## src/rtl/round_timer_pkg.sv

```systemverilog
// Shared definitions for round_timer: phase encodings, play-time load rule and BCD helper.
// The play-time rule honours ROUND_SPEEDUP_EN through its speedup argument.
package round_timer_pkg;

  typedef enum logic [1:0] {
    PH_IDLE  = 2'd0,
    PH_PLAY  = 2'd1,
    PH_BREAK = 2'd2,
    PH_OVER  = 2'd3
  } phase_e;

  // Play load for a round: shrinks by one tick per completed round, floored at min_play.
  function automatic int unsigned play_load(input bit          speedup,
                                            input int unsigned play_time,
                                            input int unsigned min_play,
                                            input int unsigned round);
    int unsigned dec;
    if (!speedup || round < 2) return play_time;
    dec = round - 1;
    if (dec >= play_time || (play_time - dec) < min_play) return min_play;
    return play_time - dec;
  endfunction

  // Eight BCD digits of value, ones digit in bits [3:0]; callers truncate to their width.
  function automatic logic [31:0] bin2bcd(input int unsigned value);
    logic [31:0] res;
    int unsigned v;
    res = '0;
    v   = value;
    for (int unsigned i = 0; i < 8; i++) begin
      res[4*i +: 4] = 4'(v % 10);
      v = v / 10;
    end
    return res;
  endfunction

endpackage

```

## src/rtl/tick_prescaler.sv

```systemverilog
// Free-running 0..TICK_DIV-1 prescaler emitting a one-cycle tick on its last count.
// clear restarts the count; the count holds while enable is low.
module tick_prescaler #(
  parameter int unsigned TICK_DIV = 50000000
) (
  input  logic clk,
  input  logic reset_n,
  input  logic clear,
  input  logic enable,
  output logic tick
);

  localparam int unsigned CW = (TICK_DIV > 1) ? $clog2(TICK_DIV) : 1;

  logic [CW-1:0] r_cnt;
  logic          w_last;

  assign w_last = (r_cnt == CW'(TICK_DIV - 1));
  assign tick   = enable && w_last;

  always_ff @(posedge clk) begin
    if (!reset_n) begin
      r_cnt <= '0;
    end else if (clear) begin
      r_cnt <= '0;
    end else if (enable) begin
      r_cnt <= w_last ? '0 : r_cnt + CW'(1);
    end
  end

endmodule

```

## src/rtl/round_timer.sv

```systemverilog
// Play/break round countdown timer with prescaled seconds, BCD readout and event pulses.
// Optional macro ROUND_SPEEDUP_EN shortens each later play round down to MIN_PLAY.
module round_timer
  import round_timer_pkg::*;
#(
  parameter int unsigned TICK_DIV   = 50000000,
  parameter int unsigned CNT_W      = 7,
  parameter int unsigned PLAY_TIME  = 15,
  parameter int unsigned BREAK_TIME = 5,
  parameter int unsigned DIGITS     = 2,
  parameter int unsigned ROUND_W    = 6,
  parameter int unsigned MIN_PLAY   = 5
) (
  input  logic                  clk,
  input  logic                  reset_n,
  input  logic                  start,
  input  logic                  round_pass,
  input  logic                  pause,
  output logic [CNT_W-1:0]      count,
  output logic [4*DIGITS-1:0]   bcd,
  output logic [1:0]            phase,
  output logic [ROUND_W-1:0]    round_num,
  output logic                  timeout,
  output logic                  round_done
);

`ifdef ROUND_SPEEDUP_EN
  localparam bit SPEEDUP = 1'b1;
`else
  localparam bit SPEEDUP = 1'b0;
`endif

  phase_e             r_phase, w_phase_nxt;
  logic [CNT_W-1:0]   r_count, w_count_nxt;
  logic [ROUND_W-1:0] r_round, w_round_nxt;
  logic               r_timeout, w_timeout_nxt;
  logic               r_round_done, w_round_done_nxt;
  logic               w_tick, w_clear, w_enable;
  logic [CNT_W-1:0]   w_next_load;

  assign w_enable    = ((r_phase == PH_PLAY) || (r_phase == PH_BREAK)) && !pause;
  assign w_next_load = CNT_W'(play_load(SPEEDUP, PLAY_TIME, MIN_PLAY, 32'(r_round)));

  tick_prescaler #(
    .TICK_DIV(TICK_DIV)
  ) u_prescaler (
    .clk     (clk),
    .reset_n (reset_n),
    .clear   (w_clear),
    .enable  (w_enable),
    .tick    (w_tick)
  );

  always_comb begin
    w_phase_nxt      = r_phase;
    w_count_nxt      = r_count;
    w_round_nxt      = r_round;
    w_timeout_nxt    = 1'b0;
    w_round_done_nxt = 1'b0;
    w_clear          = 1'b0;
    if (start) begin
      w_phase_nxt = PH_PLAY;
      w_count_nxt = CNT_W'(PLAY_TIME);
      w_round_nxt = ROUND_W'(1);
      w_clear     = 1'b1;
    end else if (!pause) begin
      case (r_phase)
        PH_PLAY: begin
          if (round_pass) begin
            w_phase_nxt      = PH_BREAK;
            w_count_nxt      = CNT_W'(BREAK_TIME);
            w_round_nxt      = (r_round == '1) ? r_round : r_round + ROUND_W'(1);
            w_round_done_nxt = 1'b1;
            w_clear          = 1'b1;
          end else if (w_tick) begin
            if (r_count > CNT_W'(1)) begin
              w_count_nxt = r_count - CNT_W'(1);
            end else begin
              w_count_nxt   = '0;
              w_phase_nxt   = PH_OVER;
              w_timeout_nxt = 1'b1;
            end
          end
        end
        PH_BREAK: begin
          if (w_tick) begin
            if (r_count > CNT_W'(1)) begin
              w_count_nxt = r_count - CNT_W'(1);
            end else begin
              w_phase_nxt = PH_PLAY;
              w_count_nxt = w_next_load;
              w_clear     = 1'b1;
            end
          end
        end
        default: ;
      endcase
    end
  end

  always_ff @(posedge clk) begin
    if (!reset_n) begin
      r_phase      <= PH_IDLE;
      r_count      <= '0;
      r_round      <= '0;
      r_timeout    <= 1'b0;
      r_round_done <= 1'b0;
    end else begin
      r_phase      <= w_phase_nxt;
      r_count      <= w_count_nxt;
      r_round      <= w_round_nxt;
      r_timeout    <= w_timeout_nxt;
      r_round_done <= w_round_done_nxt;
    end
  end

  assign count      = r_count;
  assign phase      = r_phase;
  assign round_num  = r_round;
  assign timeout    = r_timeout;
  assign round_done = r_round_done;
  assign bcd        = (4*DIGITS)'(bin2bcd(32'(r_count)));

endmodule

```

## config.mk

```make
export PLATFORM = sky130hd
export DESIGN_NAME = round_timer
export DESIGN_NICKNAME = d
export VERILOG_FILES = /design/src/rtl/round_timer_pkg.sv /design/src/rtl/tick_prescaler.sv /design/src/rtl/round_timer.sv
export SDC_FILE = /design/constraint.sdc
export NUM_CORES = 1
export LEC_CHECK = 0
export ABC_AREA = 1
export CORE_ASPECT_RATIO = 1.1
export CORE_MARGIN = 2
export CORE_UTILIZATION = 35
export CTS_CLUSTER_DIAMETER = 100
export DETAILED_ROUTE_END_ITERATION = 7
export PLACE_DENSITY = 0.64
export SLEW_MARGIN = 5
export SYNTH_ARGS = -nofsm -noshare
export SYNTH_HDL_FRONTEND = slang
export SYNTH_SLANG_ARGS = --single-unit
```

## constraint.sdc

```tcl
create_clock -name clk -period 2.9 [get_ports clk]
set_clock_uncertainty 0.05 [all_clocks]
set_input_delay 0.58 -clock clk [delete_from_list [all_inputs] [get_ports clk]]
set_output_delay 0.58 -clock clk [all_outputs]
set_load 0.02 [all_outputs]
```

Word level (Yosys, flattened, before mapping)

Index checks and enable logic that the tools add are counted.
W data, S select, Z words.

$add $sub $neg: 3
Div/mod/pow operators: 3
Magnitude comparators: 1
Equality and inequality tests: 14
Mux-type cells: 28
Bitwise logic cells: 4
Reduce and logical (&&, ||, !) cells: 18

Operators by type and width:

| cell                    | number |
|---|---|
| $mux W7                 | 5 |
| $div A7 B4 Y32 const B  | 1 |
| $mod A32 B4 Y32 const B | 1 |
| $mod A7 B4 Y32 const B  | 1 |
| $add A26 B1 Y26 const B | 1 |
| $eq A26 B26 Y1 const B  | 1 |
| $mux W26                | 1 |
| $reduce_and A4 Y1       | 4 |
| $pmux W7 S2             | 1 |
| $mux W1                 | 12 |
| $reduce_and A6 Y1       | 2 |
| $mux W2                 | 5 |
| $mux W4                 | 2 |
| $gt A7 B1 Y1 const B    | 1 |
| $sub A7 B1 Y7 const B   | 1 |
| $add A6 B1 Y6 const B   | 1 |
| $eq A6 B6 Y1 const B    | 1 |
| $ne A2 B2 Y1 const B    | 3 |
| $ne A3 B2 Y1 const B    | 2 |
| $ne A3 B3 Y1 const B    | 2 |
| $reduce_bool A2 Y1      | 3 |
| $reduce_or A5 Y1        | 1 |
| $ne A4 B3 Y1 const B    | 1 |
| $ne A4 B4 Y1 const B    | 1 |
| other kinds (12)        | 17 |

Register bits after elaboration: 43
Input port bits: 5
Output and inout bits: 25
Logic and storage cells: 80

Logic depth before layout (Yosys ltp)

Gate-level depths: netlist of the first run.

Depth in word-level cells: 9
Gate-level depth with buffers: 19
Depth with buffers taken out: 19

Modules after synthesis

A second synthesis of the first run with hierarchy kept.

Cells, all modules: 476
Area total of the unflattened synthesis: 3098.0 µm²

By module, submodules not included:

| module         | instances | cells an instance | area each (µm²) | sequential area each (µm²) |
|---|---|---|---|---|
| tick_prescaler | 1         | 259               | 1624.1          | 520.5 |
| round_timer    | 1         | 217               | 1473.9          | 340.3 |

Worst setup path before layout of the first run

OpenSTA, ideal clock, no wires.

Path type: register to output
From: register r_count[5] (netlist: count[5])
To: output bcd[6]
Arrival time: 2397 ps
Required time: 2270 ps
Setup slack: -127 ps
Stages on the path, launching flop included: 16
Path buffers: 0
Cells stage by stage: dfxtp_1 > inv_2 > nand2_4 > ha_1 > inv_1 > o21ai_0 > nand2_1 > nand3_1 > nand2_2 > nand2_1 > nand2_1 > nand2_2 > nand2_4 > inv_1 > ha_1 > a22oi_1

Word-level cells in the longest chain between the ends: 2

Ends and longest elaborated chain:

| element                  | RTL line              | RTL |
|---|---|---|
| start: declaration       | round_timer.sv:34     | `logic [CNT_W-1:0] r_count, w_count_nxt;` |
| start signal: assignment | round_timer.sv:110    | `r_count <= w_count_nxt;` |
| $div A7 B4 Y32           | round_timer_pkg.sv:32 | `v = v / 10;` |
| $mod A32 B4 Y32          | round_timer_pkg.sv:31 | `res[4*i +: 4] = 4'(v % 10);` |
| end: declaration         | round_timer.sv:20     | `output logic [4*DIGITS-1:0] bcd,` |

No other way between the ends.

Final worst setup path of the first run

From: register r_count[4] (netlist: count[4])
To: output bcd[6]

Same word-level chain as after synthesis.

==> results of run 1 <==
[registers in the layout, summed over array words and instances, names as in the netlist]
register,cells
count,7
round_done,1
u_prescaler.r_cnt,26
timeout,1
phase,2
round_num,6
[kinds of logic after synthesis]
group,after synthesis,share of synthesized area
and+or+nand+nor,281,0.438
buffers and inverters,77,0.101
AOI/OAI and AO/OA,52,0.0895
DFF,43,0.280
xor gates and xnor gates,18,0.0513
adders and majority gates,10,0.0407
[power by group through the flow]
stage / combinational, mW / sequential, mW / clock [mW]
CTS: 0.332 / 0.615 / 0.424
global route: 0.376 / 0.617 / 0.447
finish: 0.340 / 0.614 / 0.409
floorplan: 0.190 / 0.642 / 0
detailed placement: 0.322 / 0.628 / 0
global placement: 0.320 / 0.627 / 0
[area by class of cell]
type                    instances  area [um2]  area share
clock inverters                 3        26.3     0.00676
flip-flops and latches         43         865       0.222
clock buffers                   5        68.8      0.0177
well taps                     111         139      0.0357
multi-input cells             361        2040       0.523
repair buffers                 56         489       0.126
inverters                      70         265      0.0682
[per-layer routing]
layer | GRT usage | up-vias | part of all wire
met2 | 0.300 | 47 | 0.50
met3 | 0.0221 | 8 | 0.022
met4 | 0.0486 | 0 | 0.011
met5 | 0 | - | 0
li1 | - | 1686 | -
met1 | 0.214 | 1461 | 0.47
[cells in the mapped netlist (all sizes together)]
library cell    n
inv            70
nor3           24
nor4           11
nand4          16
nor3b           2
o21a            1
buf             5
o21ai          20
clkbuf          2
nor2           67
nand3          47
xor2           15
and3            1
ha             10
o211ai          1
nand2         107
a211oi          1
a21oi          26
a22oi           3
dfxtp          43
xnor2           3
nand3b          1
or2             5
[timing repair]
item                       4_1_cts  5_1_grt
buffers inserted                 3        0
setup endpoints to repair        7        7
gates resized for setup         58       14
gates cloned                     0        0
pin swaps                       17        5
[per-stage QoR]
stage	area (um2)	TNS, ns
4_1_cts	3850	-0.258
3_5_place_dp	3640	-1.46
6_report	3890	-0.369
3_3_place_gp	3640	-1.16
5_1_grt	3890	-1.28
2_1_floorplan	3080	0
[final timing paths]
| check | depth (start not counted) | start | end |
|---|---|---|---|
| setup / recovery | 16 | count[4] | bcd[6] |
| hold / removal | 2 | round_num[5] | round_num[5] |
| setup reg to reg | 9 | count[1] | u_prescaler.r_cnt[23] |
| hold reg to reg | 2 | round_num[5] | round_num[5] |
[critical path: stages, from the launching register on]
cell and delay [ns]:
dfxtp_2 0.33, inv_2 0.07, nand2_4 0.06, ha_4 0.26
inv_2 0.02, o21ai_1 0.06, nand2_1 0.10, nand3_1 0.11
nand2_2 0.10, nand2_1 0.09, nand2_2 0.08, nand2_4 0.09
nand2_4 0.08, inv_4 0.08, ha_4 0.19, a22oi_2 0.20
buf_6 0.14
==> results.yml, run 1 <==
status:
  status: "complete, but fails checks"
  violations: "negative setup slack"
logic_synthesis:
  yosysTopAreaCellShare: 0.280
  synthTopCellsByArea: "dfxtp_1 (28%), nand2_1 (12%), inv_1 (7.8%)"
  ys_ff_latch: 43
  synth.avg_cell_area_um2: 6.39
  synthDistinctLibCells: 35
  syn_area_um2: 3070
  synthCells: 481
  yosysTopAreaCell: "dfxtp_1"
  ys_seq_area_frac: 0.280
  yosysWarningCount: 0
  synth_nets: 496
power:
  internal_power_mw: 0.913
  power_mw: 1.36
  p_sw_mw: 0.451
  switching_share: 0.330
  p_seq_frac: 0.451
  leakage_nw: 1.55
  p_per_area_nw_per_um2: 351
  ir_drop_uv: 327
  clkPwrFrac: 0.300
  p_comb_frac: 0.249
clock_network:
  ctsHoldBuffers: 0
  root_buffer: "clkbuf_8"
  clock-sinks: 43
  htreeDepth: 2
  clk_pin_slew_ns: 0.10
  cts_made_buffers: 5
  cts_tree: "done"
  clock_latency_ns: 0.31
  clk_path_buf_depth: 2
routing:
  ant_nets: 0
  drc: 0
  drt-total-wl_um: 7790
  vias: 3202
  drt_iter0_markers: 92
  routedWlPerCell_um: 12.0
  firstDrtPassIters: 6
  vias_per_cell: 4.93
layout:
  drive_above_1_share: 0.190
  fill_cells: 867
  nets: 552
  layout.core_utilization: 0.460
  n_antenna_cell: 0
  syn2layout_area_growth_pct: 26.5
  mostFrequentLayoutCells: "nand2_1 (89), nor2_1 (63), inv_1 (59)"
  final_common_cell: "nand2_1"
  final_cells: 649
floorplan:
  rows: 35
  dieHeight_um: 102
  initial_utilization: 0.364
  core-area_um2: 8450
  die_x_um: 93.4
  ios: 30
  die_area_um2: 9550
placement:
  dp.cells: 638
  hpwl_um: 6030
  place_ws_ns: -0.271
  finalWeightedCongestion: 0.936
  portBuffers: 29
setup_path:
  crit_arrival_ns: 2.38
  worstPathRequired_ns: 2.27
  r2r_slack_ns: 0.58
  critPathLaunchType: "flip-flop"
  cp_max_fo: 4
  worst_setup_path_end_kind: "output pin"
  crit_type: "reg2out"
timing:
  tightest_slew_ns: 0.423
  period_needed_ns: 3.01
  hold_viol_final: 0
  rsz0062_at_grt: "yes"
  setup_viol: 5
  fin_ws_ns: -0.108
  maxSlewViolCount: 0
  max_freq_mhz: 332
  fin_crit_sh: 1.04
  max_slew_margin: 0.716
  holdWs_ns: 0.452
global_routing:
  grt_util_all_layers: 0.169
  grt_max_degree: 21
  grt_antenna_before_repair: 0
  grt_pass1_vias: 3003
  grt_first_pass_wirelength_um: 13400
  grt_overflow_total: 0
job:
  max-cap-violations: 0
min_path:
  hold_path.class: "reg2reg"
Power figures use the tool's default switching activity.
==> run 2, diff against run 1 <==
CTS_BUF_LIST = sky130_fd_sc_hd__clkbuf_4 sky130_fd_sc_hd__clkbuf_8   (was unset)
==> results of run 2 <==
Same layout as run 1: the final DEF is identical, and so are final timing and power.
==> run 3, diff against run 2 <==
CORE_ASPECT_RATIO = 1.75   (was 1.1)
==> results.yml, run 3 (synthesis results as in run 1) <==
timing:
  fin_crit_sh: 1.02
  period_needed_ns: 2.95
  rsz0062_at_grt: "yes"
  max_slew_margin: 0.655
  tightest_slew_ns: 0.513
  holdWs_ns: 0.446
  hold_viol_final: 0
  fin_ws_ns: -0.0510
  setup_viol: 4
  maxSlewViolCount: 0
  max_freq_mhz: 339
floorplan:
  die_area_um2: 9580
  initial_utilization: 0.357
  die_x_um: 74.8
  rows: 45
  dieHeight_um: 128
  ios: 30
  core-area_um2: 8610
setup_path:
  r2r_slack_ns: 0.60
  cp_slowest_cell: "dfxtp_2"
  crit_arrival_ns: 2.32
  crit_type: "reg2out"
  cp_max_fo: 5
  cpPeakStageDelay_ns: 0.33
  worst_setup_path_end_kind: "output pin"
  path_common_cell: "nand2_4"
  path_cells: "inv_2 > nand2_4 > ha_4 > inv_2 > o21ai_2 > nand2_2 > nand2_4 > inv_2 > nand3_4 > nand3_4 > nand2_4 > nand2_4 > nand2_2 > nand2_2 > inv_2 > nand2_4 > nand2_4 > nand2_1 > nand2_1 > buf_6"
  worstPathRequired_ns: 2.27
  critPathLaunchType: "flip-flop"
routing:
  drt-total-wl_um: 8730
  drc: 0
  ant_nets: 0
  routedWlPerCell_um: 13.2
  vias: 3309
  vias_per_cell: 5.02
  firstDrtPassIters: 4
  drt_iter0_markers: 123
layout:
  mostFrequentLayoutCells: "nand2_1 (85), nor2_1 (63), inv_1 (61)"
  drive_above_1_share: 0.199
  nets: 556
  n_antenna_cell: 0
  top_register: "u_prescaler.r_cnt"
  largest_register_ffs: 26
  layout.core_utilization: 0.462
  final_cells: 659
  syn2layout_area_growth_pct: 29.6
  final_common_cell: "nand2_1"
power:
  leakage_nw: 1.60
  clkPwrFrac: 0.294
  p_sw_mw: 0.447
  power_mw: 1.38
  switching_share: 0.324
  p_seq_frac: 0.445
  internal_power_mw: 0.934
  ir_drop_uv: 190
  p_comb_frac: 0.262
  p_per_area_nw_per_um2: 347
global_routing:
  grt_first_pass_wirelength_um: 14700
  grt_pass1_vias: 3333
  grt_overflow_total: 0
  grt_max_degree: 21
  grt_antenna_before_repair: 0
  grt_util_all_layers: 0.196
placement:
  hpwl_um: 6890
  portBuffers: 29
  dp.cells: 645
  finalWeightedCongestion: 0.969
status:
  status: "complete, but fails checks"
  violations: "negative setup slack"
min_path:
  hold_path.class: "reg2reg"
clock_network:
  clk_pin_slew_ns: 0.08
  cts_made_buffers: 5
  clock-sinks: 43
  htreeDepth: 2
  root_buffer: "clkbuf_8"
  clk_path_buf_depth: 2
  cts_tree: "done"
  clock_latency_ns: 0.31
job:
  max-cap-violations: 0
run 3: critical path: cells and delay by family, from the launching register on:
kind,cells,cell delay (ns)
DFF,1,0.33
adders and majority gates,1,0.26
and+or+nand+nor,13,1.05
AOI/OAI and AO/OA,1,0.04
buffers and inverters,5,0.34
run 3: final timing paths:
path / end / depth (start not counted) / startpoint
setup / recovery: bcd[3] / 20 / count[5]
hold / removal: round_num[5] / 2 / round_num[5]
setup reg to reg: u_prescaler.r_cnt[18] / 9 / phase[0]
hold reg to reg: round_num[5] / 2 / round_num[5]
run 3: stage by stage:
step	setup slack [ns]	cell area, um2	TNS, ns
after global routing	-0.185	3980	-0.959
final	-0.0510	3980	-0.114
after CTS	-0.0888	3900	-0.416
after global placement	-0.267	3660	-1.48
after floorplan	0.0389	3080	0
after detailed placement	-0.331	3660	-1.88
run 3: what timing repair did:
action,4_1_cts,5_1_grt
pin swaps,16,24
hold buffers,0,0
resized for setup,60,25
hold endpoints to repair,0,0
setup buffers,5,1
endpoints found under the setup margin,7,7
run 3: layout make-up:
class	count	area (um2)
Timing Repair Buffer	60	537
Tap cell	117	146
Inverter	70	265
Multi-Input combinational cell	361	2080
Sequential cell	43	865
Clock inverter	1	5.00
Clock buffer	7	83.8
Fill cell	904	4630
run 3: metal layers:
metal	up-vias	track usage	wire length (um)
li1	1692	-	-
met1	1538	0.183	3170
met2	57	0.391	5060
met3	22	0.0236	185
met4	0	0.0945	315
met5	-	0	0
run 3: power groups by stage:
| stage | registers (mW) | clock network [mW] | logic, mW |
|---|---|---|---|
| after global routing | 0.616 | 0.448 | 0.398 |
| after detailed placement | 0.628 | 0 | 0.328 |
| after CTS | 0.614 | 0.421 | 0.349 |
| after global placement | 0.627 | 0 | 0.325 |
| after floorplan | 0.642 | 0 | 0.190 |
| final | 0.614 | 0.406 | 0.361 |
